**src/rtl/muldiv_pkg.sv**
```systemverilog
// Shared encodings for the HI/LO multiply/divide unit and its stall-decode users.
// Latency: n/a (types and constants only).
// Backpressure: n/a.
package muldiv_pkg;

  localparam int MD_ITER = 32;

  typedef enum logic [1:0] {
    MD_MULT  = 2'b00,
    MD_MULTU = 2'b01,
    MD_DIV   = 2'b10,
    MD_DIVU  = 2'b11
  } md_op_e;

  typedef enum logic [1:0] {
    MD_IDLE = 2'd0,
    MD_PREP = 2'd1,
    MD_CALC = 2'd2,
    MD_FIX  = 2'd3
  } md_state_e;

  // Even encodings (MULT, DIV) are the signed flavours.
  function automatic logic md_is_signed(input md_op_e op);
    return ~op[0];
  endfunction

  function automatic logic md_is_div(input md_op_e op);
    return op[1];
  endfunction

endpackage

```
**src/rtl/muldiv_unit_cond_negate.sv**
```systemverilog
// Conditional two's-complement negate of a W-bit value.
// Latency: combinational.
// Backpressure: none.
module cond_negate #(
  parameter int W = 32
) (
  input  logic         i_neg,
  input  logic [W-1:0] i_val,
  output logic [W-1:0] o_val
);

  assign o_val = i_neg ? (~i_val + W'(1)) : i_val;

endmodule

```
**src/rtl/muldiv_unit.sv**
```systemverilog
// Iterative 32-bit MULT/MULTU/DIV/DIVU producing the HI/LO pair, plus MTHI/MTLO write port.
// Latency: 34 cycles from accepted start to done (1 PREP + ITER CALC + 1 FIX).
// Backpressure: busy high while not IDLE; start and HI/LO writes are ignored while busy.
module muldiv_unit
  import muldiv_pkg::*;
#(
  parameter int ITER = MD_ITER
) (
  input  logic        clock,
  input  logic        reset,
  input  logic        start,
  input  logic [1:0]  op,
  input  logic [31:0] a,
  input  logic [31:0] b,
  input  logic        wr_hi,
  input  logic        wr_lo,
  input  logic [31:0] wr_data,
  output logic        busy,
  output logic        done,
  output logic        div_zero,
  output logic [31:0] hi,
  output logic [31:0] lo
);

  localparam int CW = $clog2(ITER);

  md_state_e    r_state;
  md_state_e    w_next;
  md_op_e       r_op;
  logic [31:0]  r_a;
  logic [31:0]  r_b;
  logic [31:0]  r_ma;
  logic [31:0]  r_mb;
  logic [63:0]  r_acc;
  logic [CW-1:0] r_cnt;
  logic         r_neg_lo;
  logic         r_neg_hi;
  logic [31:0]  r_hi;
  logic [31:0]  r_lo;
  logic         r_done;
  logic         r_dz;

  logic         w_sgn;
  logic         w_div;
  logic         w_last;
  logic         w_fix;
  logic [31:0]  w_n0_in;
  logic [31:0]  w_n1_in;
  logic         w_n0_neg;
  logic         w_n1_neg;
  logic [31:0]  w_n0_out;
  logic [31:0]  w_n1_out;
  logic [63:0]  w_prod;
  logic [32:0]  w_msum;
  logic [32:0]  w_shift;
  logic [33:0]  w_diff;
  logic         w_fits;
  logic [31:0]  w_rem;

  assign w_sgn  = md_is_signed(r_op);
  assign w_div  = md_is_div(r_op);
  assign w_last = (r_cnt == CW'(ITER - 1));
  assign w_fix  = (r_state == MD_FIX);

  // The two 32-bit negators are shared: operand abs in PREP, quotient/remainder fix-up in FIX.
  assign w_n0_in  = w_fix ? r_acc[31:0]  : r_a;
  assign w_n0_neg = w_fix ? r_neg_lo     : (w_sgn & r_a[31]);
  assign w_n1_in  = w_fix ? r_acc[63:32] : r_b;
  assign w_n1_neg = w_fix ? r_neg_hi     : (w_sgn & r_b[31]);

  cond_negate #(.W(32)) u_neg_lo (.i_neg(w_n0_neg), .i_val(w_n0_in), .o_val(w_n0_out));
  cond_negate #(.W(32)) u_neg_hi (.i_neg(w_n1_neg), .i_val(w_n1_in), .o_val(w_n1_out));
  cond_negate #(.W(64)) u_neg_pr (.i_neg(r_neg_lo), .i_val(r_acc),   .o_val(w_prod));

  // Multiply step: add multiplicand into the upper half when the current multiplier bit is set.
  assign w_msum = {1'b0, r_acc[63:32]} + {1'b0, r_ma};

  // Restoring-divide step: 33-bit partial remainder is the old remainder with the next dividend bit.
  assign w_shift = {r_acc[63:32], r_ma[31]};
  assign w_diff  = {1'b0, w_shift} - {2'b00, r_mb};
  assign w_fits  = ~w_diff[33];
  assign w_rem   = w_fits ? w_diff[31:0] : w_shift[31:0];

  // State register.
  always_ff @(posedge clock) begin
    if (reset) r_state <= MD_IDLE;
    else       r_state <= w_next;
  end

  // Next-state decode.
  always_comb begin
    w_next = r_state;
    case (r_state)
      MD_IDLE: if (start) w_next = MD_PREP;
      MD_PREP: w_next = MD_CALC;
      MD_CALC: if (w_last) w_next = MD_FIX;
      MD_FIX:  w_next = MD_IDLE;
      default: w_next = MD_IDLE;
    endcase
  end

  // Operand capture, iteration datapath, HI/LO update and completion pulses.
  always_ff @(posedge clock) begin
    if (reset) begin
      r_op     <= MD_MULT;
      r_a      <= '0;
      r_b      <= '0;
      r_ma     <= '0;
      r_mb     <= '0;
      r_acc    <= '0;
      r_cnt    <= '0;
      r_neg_lo <= 1'b0;
      r_neg_hi <= 1'b0;
      r_hi     <= '0;
      r_lo     <= '0;
      r_done   <= 1'b0;
      r_dz     <= 1'b0;
    end else begin
      r_done <= 1'b0;
      r_dz   <= 1'b0;
      case (r_state)
        MD_IDLE: begin
          if (start) begin
            r_op <= md_op_e'(op);
            r_a  <= a;
            r_b  <= b;
          end else begin
            if (wr_hi) r_hi <= wr_data;
            if (wr_lo) r_lo <= wr_data;
          end
        end
        MD_PREP: begin
          r_ma     <= w_n0_out;
          r_mb     <= w_n1_out;
          r_neg_lo <= w_sgn & (r_a[31] ^ r_b[31]);
          r_neg_hi <= w_sgn & r_a[31];
          r_acc    <= '0;
          r_cnt    <= '0;
        end
        MD_CALC: begin
          r_cnt <= r_cnt + CW'(1);
          if (w_div) begin
            r_acc <= {w_rem, r_acc[30:0], w_fits};
            r_ma  <= {r_ma[30:0], 1'b0};
          end else begin
            if (r_mb[0]) r_acc <= {w_msum, r_acc[31:1]};
            else         r_acc <= {1'b0, r_acc[63:1]};
            r_mb <= {1'b0, r_mb[31:1]};
          end
        end
        MD_FIX: begin
          r_done <= 1'b1;
          if (w_div && (r_b == 32'd0)) begin
            r_hi <= r_a;
            r_lo <= 32'hFFFF_FFFF;
            r_dz <= 1'b1;
          end else if (w_div) begin
            r_hi <= w_n1_out;
            r_lo <= w_n0_out;
          end else begin
            r_hi <= w_prod[63:32];
            r_lo <= w_prod[31:0];
          end
        end
        default: ;
      endcase
    end
  end

  assign busy     = (r_state != MD_IDLE);
  assign done     = r_done;
  assign div_zero = r_dz;
  assign hi       = r_hi;
  assign lo       = r_lo;

endmodule

```
**config.mk**
```make
export PLATFORM = sky130hd
export DESIGN_NAME = muldiv_unit
export DESIGN_NICKNAME = d
export VERILOG_FILES = /design/src/rtl/muldiv_pkg.sv /design/src/rtl/muldiv_unit_cond_negate.sv /design/src/rtl/muldiv_unit.sv
export SDC_FILE = /design/constraint.sdc
export NUM_CORES = 1
export LEC_CHECK = 0
export BUFFER_PORTS_ARGS = -buffer_cell sky130_fd_sc_hd__buf_2
export CAP_MARGIN = 40
export CORE_MARGIN = 1
export CORE_UTILIZATION = 45
export DETAILED_ROUTE_END_ITERATION = 16
export SLEW_MARGIN = 15
export SYNTH_ARGS = -nofsm -noshare
export SYNTH_HDL_FRONTEND = slang
export SYNTH_HIERARCHICAL = 1
export SYNTH_SLANG_ARGS = --single-unit
export TNS_END_PERCENT = 20
```
**constraint.sdc**
```tcl
create_clock -name clock -period 5 [get_ports clock]
set_clock_uncertainty 0.05 [all_clocks]
set_input_delay 1 -clock clock [delete_from_list [all_inputs] [get_ports clock]]
set_output_delay 1 -clock clock [all_outputs]
set_load 0.01 [all_outputs]
```
==> flow_metrics.py <==
metrics = {
    "status": {
        "outcome": "finished clean",
    },
    "clock_network": {
        "htree_levels": 1,
        "cts_buffers": 31,
        "cts_resized": 0,
        "cts.sinks": 269,
        "hold_buffers": 0,
        "cts_root_buf": "clkbuf_16",
        "clkLatencyLatePin_ns": 0.60,
        "cts_tree": "done",
        "cts_setup_buffers": 0,
        "clkTransAtPathRegs_ns": 0.06,
        "clockBufferDepth": 3,
    },
    "timing": {
        "rsz0062_at_grt": "no",
        "min_period_ns": 4.32,
        "report.final.slew_viol_count": 0,
        "setup_viol": 0,
        "fin_tns_setup_ns": 0,
        "final_hold_viol_count": 0,
        "clock.fmax_mhz": 232,
        "tightest_slew_ns": 0.934,
        "post-route-period-util_pct": 86.3,
        "slew_headroom_pct": 37.3,
        "fin_ws_ns": 0.683,
    },
    "critical_path": {
        "cp_cell_sequence": "ha_4 -> buf_4 -> mux2_2 -> nor4_1 -> nand4b_2 -> o41ai_2 -> xnor2_1 -> mux2i_1 -> a311oi_1 -> a21oi_1 -> nor2_1",
        "required_ns": 5.47,
        "cp-end-kind": "register",
        "max_stage_delay_ns": 0.63,
        "r2r_slack_ns": 0.68,
        "cp_top_family": "simple AND/OR/NAND/NOR gates",
        "cp_max_fo": 45,
        "criticalPathCategory": "reg -> reg",
        "path_buf_inv": 1,
        "cp.arrival_ns": 4.78,
        "worstSetupStartpointType": "register",
        "cpMaxStageDelayCell": "ha_4",
    },
    "layout": {
        "drive_gt1_share_pct": 16.3,
        "area_growth_pct": 12.4,
        "nFillCells": 4243,
        "nets": 2755,
        "finalNonFillerCells": 3188,
    },
    "routing": {
        "routed_wl_um": 69000,
        "num_vias": 19000,
        "routed_via_density": 5.97,
        "drc_errors": 0,
        "firstDrtPassIters": 5,
        "antenna_left": 0,
        "wl_per_cell_um": 21.7,
        "drt_first_iter_violations": 1453,
    },
    "synthesis": {
        "synth_area_leaders": "dfxtp_1 27%, mux2i_1 11%, xnor2_1 6.9%, nor2_1 6.1%, nand2_1 5.2%",
        "synth_warnings": 6,
        "ys.flop_type": "dfxtp_1",
        "synth_top_area_cell": "dfxtp_1",
        "ys_seq_area_share_pct": 27.0,
        "synth_top_area_share_pct": 27.0,
        "synth_edf_count": 0,
        "synth.cell_area_mm2": 0.0200,
        "ys_ff_latch": 269,
        "synth_nets": 2678,
        "synth_cells": 2500,
        "avgSynthCellArea_um2": 7.99,
        "synth_commonest_cells": "323 x nor2_1, 275 x nand2_1, 269 x dfxtp_1",
        "yosysUniqueCellTypes": 90,
        "synth.most_common_cell": "nor2_1",
        "postSynth.asyncResetShare_pct": 0,
    },
    "pwr": {
        "pwr-share-seq_pct": 24.0,
        "pwr-share-clk_pct": 17.9,
        "ir_drop_mv": 0.310,
        "power_density_mw_per_mm2": 641,
        "p_int_uw": 7520,
        "p_comb_share_pct": 58.0,
        "p_sw_uw": 6870,
        "leakage_uw": 0.00843,
        "switching_share_pct": 47.8,
    },
    "floorplan": {
        "dieArea_mm2": 0.0452,
        "std_cell_rows": 76,
        "core_area_mm2": 0.0435,
        "io_pins": 170,
        "die-height_um": 213,
        "dieWidth_um": 213,
        "initial_core_util_pct": 46.0,
    },
    "min_path": {
        "min_path_type": "reg -> reg",
    },
    "global_route": {
        "grt_pass1_wl_um": 106000,
        "grt_max_degree": 122,
        "antenna_found_initial": 2,
        "grt_remaining_overflow": 0,
        "first_global_vias": 17900,
        "grt_use_total_pct": 30.2,
    },
    "place": {
        "dp_hpwl_um": 51500,
        "numPortBuffers": 169,
        "dp_slack_ns": 0.837,
        "placed_cells": 3129,
        "place_congestion": 0.951,
    },
    "run": {
        "max_cap_violations": 0,
    },
}
## power by group through the flow
stage / combinational, uW / sequential, uW / clock, uW
global route: 9140 / 3490 / 2710
detailed placement: 8220 / 3490 / 0
global placement: 8100 / 3490 / 0
floorplan: 6310 / 3170 / 0
CTS: 8270 / 3450 / 2620
finish: 8350 / 3460 / 2580
## metal layers
metal / share of wire [%] / global-route usage [%]
met5: 0 / 0
met4: 3.8 / 10.9
met3: 4.9 / 2.78
met2: 46 / 49.5
met1: 46 / 41.4
## through the flow
stage          util [%]  power (uW)  area [um^2]  hold slack [ns]
2_1_floorplan         -        9480        20000            0.391
3_3_place_gp       48.9       11600        21200            0.409
4_1_cts            51.7       14300        22500            0.427
5_1_grt            51.7       15300        22500            0.443
3_5_place_dp       49.0       11700        21300            0.417
6_report           51.7       14400        22500            0.426
## sequential cells by signal (all words and copies together), names as in the netlist
signal and count:
hi 32, r_neg_hi 1, r_acc 64, done 1, r_op 2, lo 32, r_state 2, div_zero 1
r_a 32, r_b 32, r_ma 32, r_neg_lo 1, r_cnt 5, r_mb 32
## cell families after synthesis
logic type	count (synthesis)	synth area share (%)
xor gates and xnor gates	175	7.67
DFF	269	27.0
and+or+nand+nor	790	18.5
adders and majority gates	75	4.77
AOI/OAI and AO/OA	667	22.6
muxes	282	14.6
buffers and inverters	242	4.89
## tightest hold or removal path, delay by kind of cell, from the launching register on
kind | cells | cell delay (ns)
AOI/OAI and AO/OA | 1 | 0.05
and+or+nand+nor | 1 | 0.06
DFF | 1 | 0.32
## area by class of cell
type | count | area, um^2 | area share (%)
flip-flops and latches | 269 | 5390 | 24.0
well taps | 585 | 732 | 3.26
multi-input cells | 1989 | 13700 | 60.9
inverters | 73 | 274 | 1.22
repair buffers | 213 | 1230 | 5.48
clock buffers | 37 | 848 | 3.78
diodes | 1 | 2.50 | 0.0111
clock inverters | 21 | 304 | 1.35
## final timing paths
path | startpoint | to | depth (start not counted)
worst max-delay path | r_state[1] | lo[31] | 11
worst min register to register | r_a[2] | r_a[2] | 2
worst max register to register | r_state[1] | lo[31] | 11
worst min-delay path | r_a[2] | r_a[2] | 2
## placed cells by master, fill, tap and decap left out, types with 31 or more instances in the layout
| cell | Yosys | layout |
|---|---|---|
| nand2_1 | 275 | 274 |
| o31ai_1 | 38 | 38 |
| buf_4 | 3 | 41 |
| clkbuf_16 | 0 | 31 |
| nor2_1 | 323 | 322 |
| ha_1 | 73 | 71 |
| a211oi_1 | 113 | 113 |
| xnor2_1 | 158 | 158 |
| mux2i_1 | 210 | 210 |
| mux2_2 | 70 | 70 |
| dfxtp_1 | 269 | 267 |
| inv_1 | 73 | 73 |
| a311oi_1 | 36 | 36 |
| a21oi_1 | 199 | 198 |
| o21ai_0 | 118 | 116 |
| buf_2 | 2 | 168 |
No activity file was read; power rests on OpenSTA's default activity.
